$ cat config.mk
export PLATFORM = sky130hd
export DESIGN_NAME = clk_div_ctrl
export DESIGN_NICKNAME = d
export VERILOG_FILES = /design/src/rtl/clk_div_ctrl.sv
export SDC_FILE = /design/constraint.sdc
export NUM_CORES = 1
export LEC_CHECK = 0
export CELL_PAD_IN_SITES_DETAIL_PLACEMENT = 0
export CELL_PAD_IN_SITES_GLOBAL_PLACEMENT = 1
export CORE_ASPECT_RATIO = 0.75
export CORE_UTILIZATION = 43
export CTS_BUF_LIST = sky130_fd_sc_hd__clkbuf_8
export CTS_CLUSTER_SIZE = 24
export DETAILED_ROUTE_END_ITERATION = 8
export GPL_ROUTABILITY_DRIVEN = 0
export GPL_TIMING_DRIVEN = 0
export HOLD_SLACK_MARGIN = 0.02
export PLACE_DENSITY_LB_ADDON = 0.12
export SETUP_SLACK_MARGIN = 0.1
export SKIP_LAST_GASP = 1
export SYNTH_ARGS = -nofsm -noshare
export SYNTH_HDL_FRONTEND = slang
export SYNTH_SLANG_ARGS = --single-unit
$ cat constraint.sdc
create_clock -name clk -period 4.01 [get_ports clk]
set_input_delay 0.6015 -clock clk [delete_from_list [all_inputs] [get_ports clk]]
set_output_delay 0.6015 -clock clk [all_outputs]
set_load 0.05 [all_outputs]
$ cat src/rtl/clk_div_ctrl.sv
// Programmable clock divider with a handshake-driven configuration port.
// Ratio changes and stops take effect at the next falling edge of newclk, so the output never glitches.
module clk_div_ctrl #(
    parameter int unsigned WIDTH        = 16,
    parameter int unsigned DEFAULT_HALF = 5
) (
    input  logic             clk,
    input  logic             rst,
    input  logic             cfg_valid,
    output logic             cfg_ready,
    input  logic             cfg_en,
    input  logic [WIDTH-1:0] cfg_div,
    output logic             newclk,
    output logic             tick,
    output logic             busy,
    output logic             cfg_err
);

    typedef enum logic [1:0] {
        RUN  = 2'd0,
        PEND = 2'd1,
        STOP = 2'd2,
        IDLE = 2'd3
    } state_t;

    state_t           state;
    state_t           state_nxt;
    logic [WIDTH-1:0] half;
    logic [WIDTH-1:0] half_nxt;
    logic [WIDTH-1:0] pending;
    logic [WIDTH-1:0] pending_nxt;
    logic [WIDTH-1:0] cnt;
    logic [WIDTH-1:0] cnt_nxt;
    logic             newclk_nxt;
    logic             tick_nxt;
    logic             cfg_err_nxt;
    logic             xfer;
    logic             wrap;
    logic             div_zero;

    assign cfg_ready = !rst && ((state == RUN) || (state == IDLE));
    assign busy      = (state == PEND) || (state == STOP);
    assign xfer      = cfg_valid && cfg_ready;
    assign div_zero  = (cfg_div == '0);
    // half is never zero, so half-1 cannot underflow
    assign wrap      = (cnt == (half - WIDTH'(1)));

    always_ff @(posedge clk) begin
        if (rst) begin
            state   <= RUN;
            half    <= WIDTH'(DEFAULT_HALF);
            pending <= '0;
            cnt     <= '0;
            newclk  <= 1'b0;
            tick    <= 1'b0;
            cfg_err <= 1'b0;
        end else begin
            state   <= state_nxt;
            half    <= half_nxt;
            pending <= pending_nxt;
            cnt     <= cnt_nxt;
            newclk  <= newclk_nxt;
            tick    <= tick_nxt;
            cfg_err <= cfg_err_nxt;
        end
    end

    always_comb begin
        state_nxt   = state;
        half_nxt    = half;
        pending_nxt = pending;
        cnt_nxt     = cnt;
        newclk_nxt  = newclk;
        cfg_err_nxt = 1'b0;

        // Free-running half-period counter; frozen in IDLE
        if (state != IDLE) begin
            if (wrap) begin
                cnt_nxt    = '0;
                newclk_nxt = !newclk;
            end else begin
                cnt_nxt = cnt + WIDTH'(1);
            end
        end

        case (state)
            RUN: begin
                if (xfer) begin
                    if (cfg_en && div_zero) begin
                        cfg_err_nxt = 1'b1;
                    end else if (cfg_en) begin
                        pending_nxt = cfg_div;
                        state_nxt   = PEND;
                    end else begin
                        state_nxt = STOP;
                    end
                end
            end
            PEND: begin
                if (wrap && newclk) begin
                    half_nxt  = pending;
                    state_nxt = RUN;
                end
            end
            STOP: begin
                if (wrap && newclk) begin
                    state_nxt = IDLE;
                end
            end
            IDLE: begin
                cnt_nxt    = '0;
                newclk_nxt = 1'b0;
                if (xfer && cfg_en) begin
                    if (div_zero) begin
                        cfg_err_nxt = 1'b1;
                    end else begin
                        half_nxt  = cfg_div;
                        state_nxt = RUN;
                    end
                end
            end
            default: state_nxt = RUN;
        endcase

        tick_nxt = newclk_nxt && !newclk;
    end

endmodule

==> reports/metrics.cfg <==
[synth]
synth.net_count=351
ys_ff_latch=53
post_synth.cell_area_avg_um2=8.79
netlist_top_cells_area=sky130_fd_sc_hd__dfxtp_1 37%, sky130_fd_sc_hd__mux2i_1 11%, sky130_fd_sc_hd__nor2_1 8.0%
synth.top_cell.area_share_pct=37.3
synth.cell_area_um2=2850
synth_enable_flop_cells=0
synth-seq-area-share_pct=37.3
yosys_most_used_dff=sky130_fd_sc_hd__dfxtp_1
synth_area_leader_cell=sky130_fd_sc_hd__dfxtp_1
yosysUniqueCellTypes=48
asyncSetResetFlopFracSynth_pct=0
synth-warning-count=0
syn-instance-count=324

[critical_path]
ff2ff_path_depth=13
critPathCaptureType=register
crit_path_start_kind=register
worst_path_max_delay_cell=sky130_fd_sc_hd__or4_4
arrival_time_of_data_at_the_critical_path_endpoint_ps=3830
crit_path_max_fanout=10
cpPeakStageDelay_ps=580
critical_setup_path_kind=register to register
cp.required_ps=4190
timing.critical_path.cells=inv_1 -> ha_2 -> or4b_4 -> nor2_1 -> a21oi_1 -> or4_4 -> nor4_2 -> ha_1 -> mux2i_1 -> a21oi_2 -> buf_4 -> clkbuf_2 -> a211oi_1

[grt]
grt_first_pass_wirelength_um=11000
globalRoute.totalOverflow=0
gr-usage-all-layers_pct=20.8
grt_start_max_net_pins=17
antenna_found_initial=0
vias_in_the_first_global_route=2158

[routing]
routed_via_density=5.43
vias=2377
wl_per_cell_um=15.0
detail-route-antenna-nets=0
detail_route.iter0.violations=94
route.detailed.drc=0
top_layer=met4
route.met3.wl_um=221
wl_um=6560
drt_pass1_iterations=4
drt-met1-wl_um=3570
dr_wl_met2_um=2730

[layout]
final_common_cell=sky130_fd_sc_hd__nor2_1
final_cell_mix=61 x sky130_fd_sc_hd__nor2_1, 53 x sky130_fd_sc_hd__dfxtp_1, 31 x sky130_fd_sc_hd__mux2i_1
multi_input_comb_area_um2=1680
register_area_um2=1060
postLayoutCoreUtil_pct=52.7
num-nets-final=383
post_route_cells_drive_above_1_share_pct=7.56
fillCellCount=618
final_cell_count_no_fill=438
area_delta_synth_final_pct=17.6
insertedDiodeCount=0

[hold_path]
whs_path_depth=1
min_path_type=register to register

[placement]
detailedPlacementHpwl_um=4950
post-place-ws_ps=-3.56
portBuffers=23
numPlacedInstances=428

[pwr]
worst_ir_drop_vdd_mv=0.198
leakagePower_nw=1.24
pwr_density_cell_nw_per_um2=488

[sta]
worst_clock_skew_ps=8.24
layout_min_cycle_time_ps=3650
max_clock_freq_mhz=274
fin_worst_hold_slack_ps=451
timing.final.hold_violations=0
slew-limit-headroom_pct=51.9
rsz0062_at_grt=false
final.setup.worst_slack_ps=357
final-setup-viol-count=0
timing.final.max_slew_violations=0
worst_pin_slew_ps=721
timing.final.crit_share_pct=91.1

[clock_tree]
tritoncts_num_sinks=53
cts_inserted_buffers=5
cts.path.max_buffers=2
cts_tree=yes
clock_tree.root_cell=sky130_fd_sc_hd__clkbuf_8
clock_tree.htree_level_count=2
worstSkewPairLatency_ps=300
clkTransAtPathRegs_ps=100

[status]
status=finished, final reports clean

[floorplan]
floorplan.die.width_um=96.0
chipHeight_um=72.5
design.core.area_um2=6350
floorplan.initialDensity_pct=44.8
core.rowCount=25
die_area_um2=6960
pin_count=25

[run]
maxCapViolations=0

-- critical path, delay by kind of cell, from the launching register on --
| kind | cells | cell delay (ps) |
|---|---|---|
| muxes | 1 | 100 |
| DFF | 1 | 380 |
| and+or+nand+nor | 4 | 1570 |
| AOI/OAI and AO/OA | 3 | 470 |
| adders and majority gates | 2 | 490 |
| buffers and inverters | 3 | 510 |
-- metrics by stage --
stage / cell area, um2 / total power, mW / setup TNS [ps]
after floorplan: 2850 / 1.06 / 0
after global placement: 3180 / 1.20 / 0
after detailed placement: 3180 / 1.21 / -3.56
after CTS: 3320 / 1.64 / 0
after global routing: 3350 / 1.74 / 0
final: 3350 / 1.64 / 0
-- final timing paths --
kind / slack (ps) / start / end
max reg2reg: 360 / half[0] / half[15]
min reg2reg: 450 / newclk / tick
max: 360 / half[0] / half[15]
min: 450 / newclk / tick
-- synthesized netlist by cell type, types with 2 or more instances --
| library cell | count |
|---|---|
| sky130_fd_sc_hd__buf_6 | 2 |
| sky130_fd_sc_hd__nand3_1 | 11 |
| sky130_fd_sc_hd__nor3_1 | 6 |
| sky130_fd_sc_hd__o211ai_1 | 4 |
| sky130_fd_sc_hd__xnor2_1 | 18 |
| sky130_fd_sc_hd__nand4b_1 | 2 |
| sky130_fd_sc_hd__nor2_1 | 61 |
| sky130_fd_sc_hd__nor2b_1 | 4 |
| sky130_fd_sc_hd__nand2_1 | 14 |
| sky130_fd_sc_hd__inv_1 | 9 |
| sky130_fd_sc_hd__nand4_1 | 5 |
| sky130_fd_sc_hd__dfxtp_1 | 53 |
| sky130_fd_sc_hd__a22oi_1 | 2 |
| sky130_fd_sc_hd__o21ai_0 | 3 |
| sky130_fd_sc_hd__mux2i_1 | 31 |
| sky130_fd_sc_hd__and4_1 | 2 |
| sky130_fd_sc_hd__a211oi_1 | 16 |
| sky130_fd_sc_hd__xor2_1 | 13 |
| sky130_fd_sc_hd__clkbuf_1 | 12 |
| sky130_fd_sc_hd__a21oi_1 | 7 |
| sky130_fd_sc_hd__ha_1 | 7 |
| sky130_fd_sc_hd__nor4_1 | 13 |
| sky130_fd_sc_hd__or3_1 | 4 |
-- layer usage --
layer | vias to the layer above | track usage (%)
li1 | 1209 | -
met2 | 33 | 30.6
met3 | 2 | 3.77
met4 | 0 | 4.48
met5 | - | 0
met1 | 1133 | 31.4
-- kinds of logic (layout without fill, tap and decap cells) --
family / Yosys count / after routing / share of synthesized area [%]
adders and majority gates: 7 / 7 / 3.08
and+or+nand+nor: 132 / 132 / 22.8
muxes: 32 / 32 / 11.3
buffers and inverters: 26 / 59 / 4.04
DFF: 53 / 53 / 37.3
xor gates and xnor gates: 32 / 32 / 10.4
AOI/OAI and AO/OA: 42 / 42 / 11.2
-- area by class of cell --
type	instances	area share [%]
Buffer	17	2.69
Clock buffer	5	2.05
Clock inverter	3	1.94
Inverter	9	1.01
Multi-Input combinational cell	245	50.3
Sequential cell	53	31.7
Tap cell	81	3.03
Timing Repair Buffer	25	7.32
-- repair_timing --
item,4_1_cts,5_1_grt
pin swaps,0,0
setup endpoints to repair,14,16
gates cloned,0,0
resized for setup,3,7
hold buffers,0,0
setup buffers,0,2
-- flip-flops by register name, summed over array words and instances, names as in the netlist --
signal	cells
state	2
pending	16
tick	1
cnt	16
half	16
newclk	1
cfg_err	1
-- power by group --
group / total [mW] / leakage (nW) / switching [mW] / internal [mW]
sequential: 0.632 / 0.429 / 0.0492 / 0.583
clock: 0.430 / 0.0681 / 0.182 / 0.248
combinational: 0.574 / 0.738 / 0.338 / 0.236
total: 1.64 / 1.24 / 0.569 / 1.07
Note: power is estimated with default switching activity, not from simulation.
